<file path="src/rtl/bcd_pkg.sv">
// Shared constants, state type and digit width for the binary-to-BCD converter.
package bcd_pkg;

  localparam int          BCD_DIGIT_W     = 4;
  localparam logic [31:0] BCD_MAX_DECIMAL = 32'd999999;
  localparam logic [23:0] BCD_SATURATE    = 24'h999999;

  typedef enum logic [1:0] {
    IDLE  = 2'd0,
    SHIFT = 2'd1,
    LOAD  = 2'd2
  } state_t;

endpackage

</file>
<file path="src/rtl/bcd_digit_adjust.sv">
// One double-dabble correction step: a BCD digit of 5 or more gets +3 before the shift.
module bcd_digit_adjust
  import bcd_pkg::*;
(
  input  logic [BCD_DIGIT_W-1:0] digit,
  output logic [BCD_DIGIT_W-1:0] adjusted
);

  assign adjusted = (digit >= 4'd5) ? digit + 4'd3 : digit;

endmodule

</file>
<file path="src/rtl/bcd_converter.sv">
// Sequential double-dabble binary-to-BCD converter, one input bit per clock.
// Build option BCD_CONVERTER_SATURATE_EN: out-of-range inputs load 999999 instead of the low digits.
module bcd_converter
  import bcd_pkg::*;
(
  input  logic        i_SYS_CLOCK,
  input  logic        i_RESET,
  input  logic [31:0] i_BUS,
  input  logic        i_START,
  output logic [23:0] o_BCD,
  output logic        o_BUSY,
  output logic        o_DONE,
  output logic        o_VALID,
  output logic        o_OVERFLOW
);

  localparam int IN_WIDTH = 20;
  localparam int DIGITS   = 6;
  localparam int BCD_W    = BCD_DIGIT_W * DIGITS;

  state_t              state;
  logic [IN_WIDTH-1:0] shift_reg;
  logic [BCD_W:0]      scratch;
  logic [4:0]          count;
  logic                overflow_cap;
  logic [BCD_W-1:0]    adjusted;
  logic                unused_carry;

  // The top scratch bit only ever holds the 10^6 digit and is dropped at load.
  assign unused_carry = scratch[BCD_W];

  for (genvar i = 0; i < DIGITS; i++) begin : g_adjust
    bcd_digit_adjust u_adjust (
      .digit    (scratch[i*BCD_DIGIT_W +: BCD_DIGIT_W]),
      .adjusted (adjusted[i*BCD_DIGIT_W +: BCD_DIGIT_W])
    );
  end

  assign o_BUSY = (state != IDLE);

  always_ff @(posedge i_SYS_CLOCK) begin
    if (i_RESET) begin
      state        <= IDLE;
      shift_reg    <= '0;
      scratch      <= '0;
      count        <= '0;
      overflow_cap <= 1'b0;
      o_BCD        <= '0;
      o_DONE       <= 1'b0;
      o_VALID      <= 1'b0;
      o_OVERFLOW   <= 1'b0;
    end else begin
      o_DONE <= 1'b0;
      case (state)
        IDLE: begin
          if (i_START) begin
            shift_reg    <= i_BUS[IN_WIDTH-1:0];
            overflow_cap <= (i_BUS > BCD_MAX_DECIMAL);
            scratch      <= '0;
            count        <= '0;
            state        <= SHIFT;
          end
        end
        SHIFT: begin
          scratch   <= {adjusted, shift_reg[IN_WIDTH-1]};
          shift_reg <= {shift_reg[IN_WIDTH-2:0], 1'b0};
          count     <= count + 5'd1;
          if (count == 5'(IN_WIDTH - 1)) state <= LOAD;
        end
        LOAD: begin
`ifdef BCD_CONVERTER_SATURATE_EN
          o_BCD <= overflow_cap ? BCD_SATURATE : scratch[BCD_W-1:0];
`else
          o_BCD <= scratch[BCD_W-1:0];
`endif
          o_OVERFLOW <= overflow_cap;
          o_DONE     <= 1'b1;
          o_VALID    <= 1'b1;
          state      <= IDLE;
        end
        default: state <= IDLE;
      endcase
    end
  end

endmodule

</file>
<file path="config.mk">
export PLATFORM = sky130hd
export DESIGN_NAME = bcd_converter
export DESIGN_NICKNAME = d
export VERILOG_FILES = /design/src/rtl/bcd_pkg.sv /design/src/rtl/bcd_digit_adjust.sv /design/src/rtl/bcd_converter.sv
export SDC_FILE = /design/constraint.sdc
export NUM_CORES = 1
export LEC_CHECK = 0
export ABC_AREA = 1
export BUFFER_PORTS_ARGS = -buffer_cell sky130_fd_sc_hd__buf_2
export CAP_MARGIN = 25
export CORE_MARGIN = 2
export CORE_UTILIZATION = 56
export CTS_CLUSTER_DIAMETER = 40
export DETAILED_ROUTE_END_ITERATION = 8
export GPL_ROUTABILITY_DRIVEN = 1
export PLACE_DENSITY = 0.79
export SLEW_MARGIN = 20
export SYNTH_ARGS = -nofsm -noshare
export SYNTH_HDL_FRONTEND = slang
export SYNTH_HIERARCHICAL = 1
export SYNTH_SLANG_ARGS = --single-unit
</file>
<file path="constraint.sdc">
create_clock -name i_SYS_CLOCK -period 1.6 [get_ports i_SYS_CLOCK]
set_clock_uncertainty 0.05 [all_clocks]
set_input_delay 0.08 -clock i_SYS_CLOCK [delete_from_list [all_inputs] [get_ports i_SYS_CLOCK]]
set_output_delay 0.08 -clock i_SYS_CLOCK [all_outputs]
set_load 0.1 [all_outputs]
</file>
**Yosys cells after proc, flatten, opt, wreduce, memory -nomap -nowiden**

Index checks and enable logic that the tools add are counted.

- Output and inout port bits: 28
- Word-level logic and storage cells: 50
- Bits of input ports: 35
- Flip-flop bits (word level): 79

- Add/sub/neg operators: 7
- Order comparisons: 7
- Reductions and logical operators: 6
- Mux-type cells: 16
- Equal/unequal tests: 5

Operator list:

| operator | count |
|---|---|
| one-hot mux 24 bit (2 select lines) | 1 |
| one-hot mux 20 bit (2 select lines) | 1 |
| greater-than comparator 32 x 20 -> 1 bit (second input constant) | 1 |
| >= comparator 4 x 3 -> 1 bit (second input constant) | 6 |
| 2-to-1 mux 24 bit | 1 |
| adder 4 x 2 -> 4 bit (second input constant) | 5 |
| 2-to-1 mux 20 bit | 1 |
| 2-to-1 mux 4 bit | 5 |
| one-hot mux 5 bit (2 select lines) | 1 |
| AND reduction 2 bit | 3 |
| adder 5 x 1 -> 5 bit (second input constant) | 1 |
| equality test 5 bit (second input constant) | 1 |
| 2-to-1 mux 5 bit | 1 |
| 2-to-1 mux 2 bit | 2 |
| != test 2 bit (second input constant) | 2 |
| one-hot mux 2 bit (2 select lines) | 1 |
| nonzero test 2 bit | 2 |
| adder 3 x 2 -> 3 bit (second input constant) | 1 |
| 2-to-1 mux 3 bit | 1 |
| equality test 2 x 1 -> 1 bit (second input constant) | 1 |
| equality test 2 bit (second input constant) | 1 |
| zero test 2 bit | 1 |
| 2-to-1 mux 1 bit | 1 |

**Logic depth before layout (Yosys ltp)**

- Depth after elaboration: 3
- Gate-level depth with buffers: 9
- Mapped depth without buffers: 9

**Cells and area by module**

Netlist, hierarchy kept.

Modules (own cells, without submodules):

| module | seq. area each (um^2) | times used | area each (um^2) | cells an instance |
|---|---|---|---|---|
| bcd_converter | 1581.5 | 1 | 2992.9 | 358 |
| bcd_digit_adjust | 0.0 | 6 | 135.1 | 23 |

**Worst setup path before layout**

No wires, ideal clock.

- Path kind: reg2reg
- From: reg scratch[0]
- To: reg scratch[2]
- Required time: 1.423 ns
- Arrival time: 1.207 ns
- Path buffers: 0
- Setup slack: 0.216 ns
- Clock period less this slack: 1.384 ns
- Stages on the path, launching flop included: 9
- Setup time: 0.127 ns
- Path through: dfxtp_1 > inv_1 > ha_1 > nor2_4 > nor2_4 > nand2_1 > o21ai_2 > a22oi_1 > nor2_1

- Cells in the longest elaborated chain, start to end: 3
- Elaborated cells between the ends (all ways): 4
- Those cells by class: add/sub (1); order compare (1); mux (2)

Ends and longest elaborated chain:

| element | RTL line | source |
|---|---|---|
| start, declared | bcd_converter.sv:23 | `logic [BCD_W:0] scratch;` |
| start signal, assigned | bcd_converter.sv:65 | `scratch <= {adjusted, shift_reg[IN_WIDTH-1]};` |
| adder 4 x 2 -> 4 bit or >= comparator 4 x 3 -> 1 bit (tied branches) | bcd_digit_adjust.sv:9 | `assign adjusted = (digit >= 4'd5) ? digit + 4'd3 : digit;` |
| 2-to-1 mux 4 bit (*) | bcd_digit_adjust.sv:9 |  |
| named net adjusted[1] | bcd_converter.sv:26 | `logic [BCD_W-1:0] adjusted;` |
| one-hot mux 24 bit (2 select lines) (*) | bcd_converter.sv:54 | `case (state)` |

The timed path passes the listed nets; every way through them passes the cells marked *.
A chain may end at the register's enable or synchronous reset.

**Worst setup path in the final report**

- From: reg scratch[9]
- To: reg scratch[9]

- Cells in the longest elaborated chain, start to end: 3

Ends and longest elaborated chain:

| element | RTL line |
|---|---|
| >= comparator 4 x 3 -> 1 bit | bcd_digit_adjust.sv:9 |
| 2-to-1 mux 4 bit | bcd_digit_adjust.sv:9 |
| named net adjusted[8] | bcd_converter.sv:26 |
| one-hot mux 24 bit (2 select lines) | bcd_converter.sv:54 |

The timed path passes the listed nets, and every way through them passes these cells.

==> run metrics <==
crit-path max FO=5; layout cells sized above 1=0.247; Gate Count Post-Synth=491; IO Count=63; R2R depth=8; Pre-antenna DRT Iters=4; Post-DP HPWL=5560 µm; Core Area=6420 µm²; pwr dens=837 nW/µm²; Die Wd=86.1 µm; status=finished, final reports clean; Sw Share=0.252; yosys warns=6; Max Clk Rate=672 MHz; Num CTS Buffers=9; P_leak=1.93 nW; final net count=599; CP most frequent cell=nand2_1; hold path cells=3; CP peak stage delay=400 ps; Reg power frac=0.570; Slowest-stage cell, CP=dfxtp_1; Initial Utilization=0.588; gr ovfl total=0; I/O Buffers=a little over 60; Setup Fix Bufs, Post-CTS=0; Clock Path Buffers=2; Clk Latency, worst-skew pair=340 ps; Vias/cell=5.39; Fin Setup TNS=0 ps; Syn Nets=539; Die Y=86.1 µm; Final ANT Viol Nets=0; Total Routing Usage GR=0.234; GPL Wtd Cong=0.759; hold_ws=approximately 12 ps; Post-Syn Area=3780 µm²; Diodes inserted=0; startpoint types=flop; clock root cell=clkbuf_8; Logic pwr share=0.097; Fin. Hold Viols=0; worst slew pin tran=~500 ps; WL per Instance=about 13 µm; Synth-to-Final Area Change=14.3%; kind of end point of the critical path=flop; average size of a mapped cell=7.69 µm²; Final period util=0.930; reg-to-reg critical path startpoint=scratch[9]; reg2reg setup slack=110 ps; drt drc=0; Sw Pwr=between 0.9 and 1 mW; fin. max-slew vios=0; Initial DRC Count=194; CP arrival=1670 ps; Core Util, Final=0.672; relative slew slack=0.675; WL final=8150 µm; CTS sink cnt=slightly below 80; Hold Path Class=input pin to flop; Setup Viol. Count Final=0; critical path endpoint=scratch[9]; CP startpoint=scratch[9]; total number of vias=about 3400; initial antenna violation count=0; maximum vdd drop=627 µV; WP data required=1780 ps; worst r2r dst=scratch[9]; H-tree levels=3; Crit Path Class=flop to flop; unrepaired setup endpoints after global routing=false; Max-Cap Viols=0; critical path cell sequence=inv_1 -> ha_1 -> nand2_1 -> nand2_2 -> o21ai_0 -> nand2_1 -> a22oi_1 -> nor2_1; Reg clk slew, reported paths=70 ps; largest net degree at the start of global routing=41; final worst path period need=~1500 ps; Die Area=7420 µm²; vias in the first global route=3287; first-pass GRT wire length=14100 µm; # rows=29; Internal=roughly 2.7 mW; CTS tree=done; clock group share of total power=0.333
[power by group through the flow]
| stage | registers, mW | logic [mW] | clock network, mW |
|---|---|---|---|
| 6_report | 2.06 | 0.350 | 1.20 |
| 5_1_grt | 2.06 | 0.395 | 1.32 |
| 4_1_cts | 2.06 | 0.352 | 1.25 |
| 3_5_place_dp | 2.10 | 0.351 | 0 |
| 3_3_place_gp | 2.10 | 0.341 | 0 |
| 2_1_floorplan | 2.10 | 0.253 | 0 |
[metrics by stage]
stage                     instance area [µm²]  worst slack [ps]  power (mW)  instances
after detailed placement                 4150              76.8        2.45        616
after global routing                     4320              2.93        3.78        631
final                                    4320               112        3.61        631
after CTS                                4310              65.8        3.66        631
after global placement                   4150               155        2.44        616
after floorplan                          3780               216        2.35        491
[timing repair]
item	4_1_cts	5_1_grt
hold buffers	1	0
gates resized for setup	0	9
hold endpoints to repair	1	0
setup endpoints to repair	0	12
[layout by cell type (no fill, tap or decap)]
| master | instances |
|---|---|
| inv_2 | 10 |
| dfxtp_1 | 70 |
| dfxtp_2 | 9 |
| clkbuf_8 | 9 |
| clkinv_1 | 1 |
| ha_1 | 13 |
| nor2_4 | 14 |
| buf_2 | 62 |
| o221ai_1 | 19 |
| nand2_2 | 7 |
| buf_12 | 3 |
| dlygate4sd3_1 | 1 |
| o21ai_2 | 7 |
| nand2_1 | 55 |
| a21oi_2 | 5 |
| nand3_2 | 2 |
| o21ai_1 | 2 |
| clkinv_2 | 2 |
| a22oi_1 | 24 |
| nor3_1 | 1 |
| buf_4 | 7 |
| nor2_1 | 107 |
| nand4_1 | 3 |
| clkbuf_1 | 3 |
| inv_1 | 47 |
| o21ai_0 | 38 |
| a21oi_1 | 27 |
| nand3_1 | 6 |
[area by class of cell]
cell class | instances | area (µm²)
Fill cell | 578 | 2100
Multi-Input combinational cell | 330 | 1830
Sequential cell | 79 | 1590
Timing Repair Buffer | 73 | 433
Inverter | 58 | 218
Clock buffer | 12 | 135
Tap cell | 77 | 96.3
Clock inverter | 2 | 10.0
[critical path, delay by kind of cell (launching register included)]
family	cells	cell delay [ps]
buffers and inverters	1	100
DFF	1	400
AOI/OAI and AO/OA	2	340
adders and majority gates	1	180
and+or+nand+nor	4	290
[per-layer routing]
metal,part of all wire,track usage,vias up
met4,0.013,0.0924,0
met1,0.44,0.261,1586
met2,0.51,0.429,75
met5,0,0,-
met3,0.046,0.0539,11
li1,-,-,1732
[worst min path at each step]
stage               from             to  slack, ps
2_1_floorplan   i_BUS[0]   shift_reg[0]        180
3_3_place_gp    i_BUS[0]   shift_reg[0]        290
3_5_place_dp    i_BUS[0]   shift_reg[0]        310
4_1_cts         i_BUS[5]   shift_reg[5]          5
5_1_grt        i_BUS[14]  shift_reg[14]         20
6_report        i_BUS[1]   shift_reg[1]         10
Power figures use the tool's default switching activity.
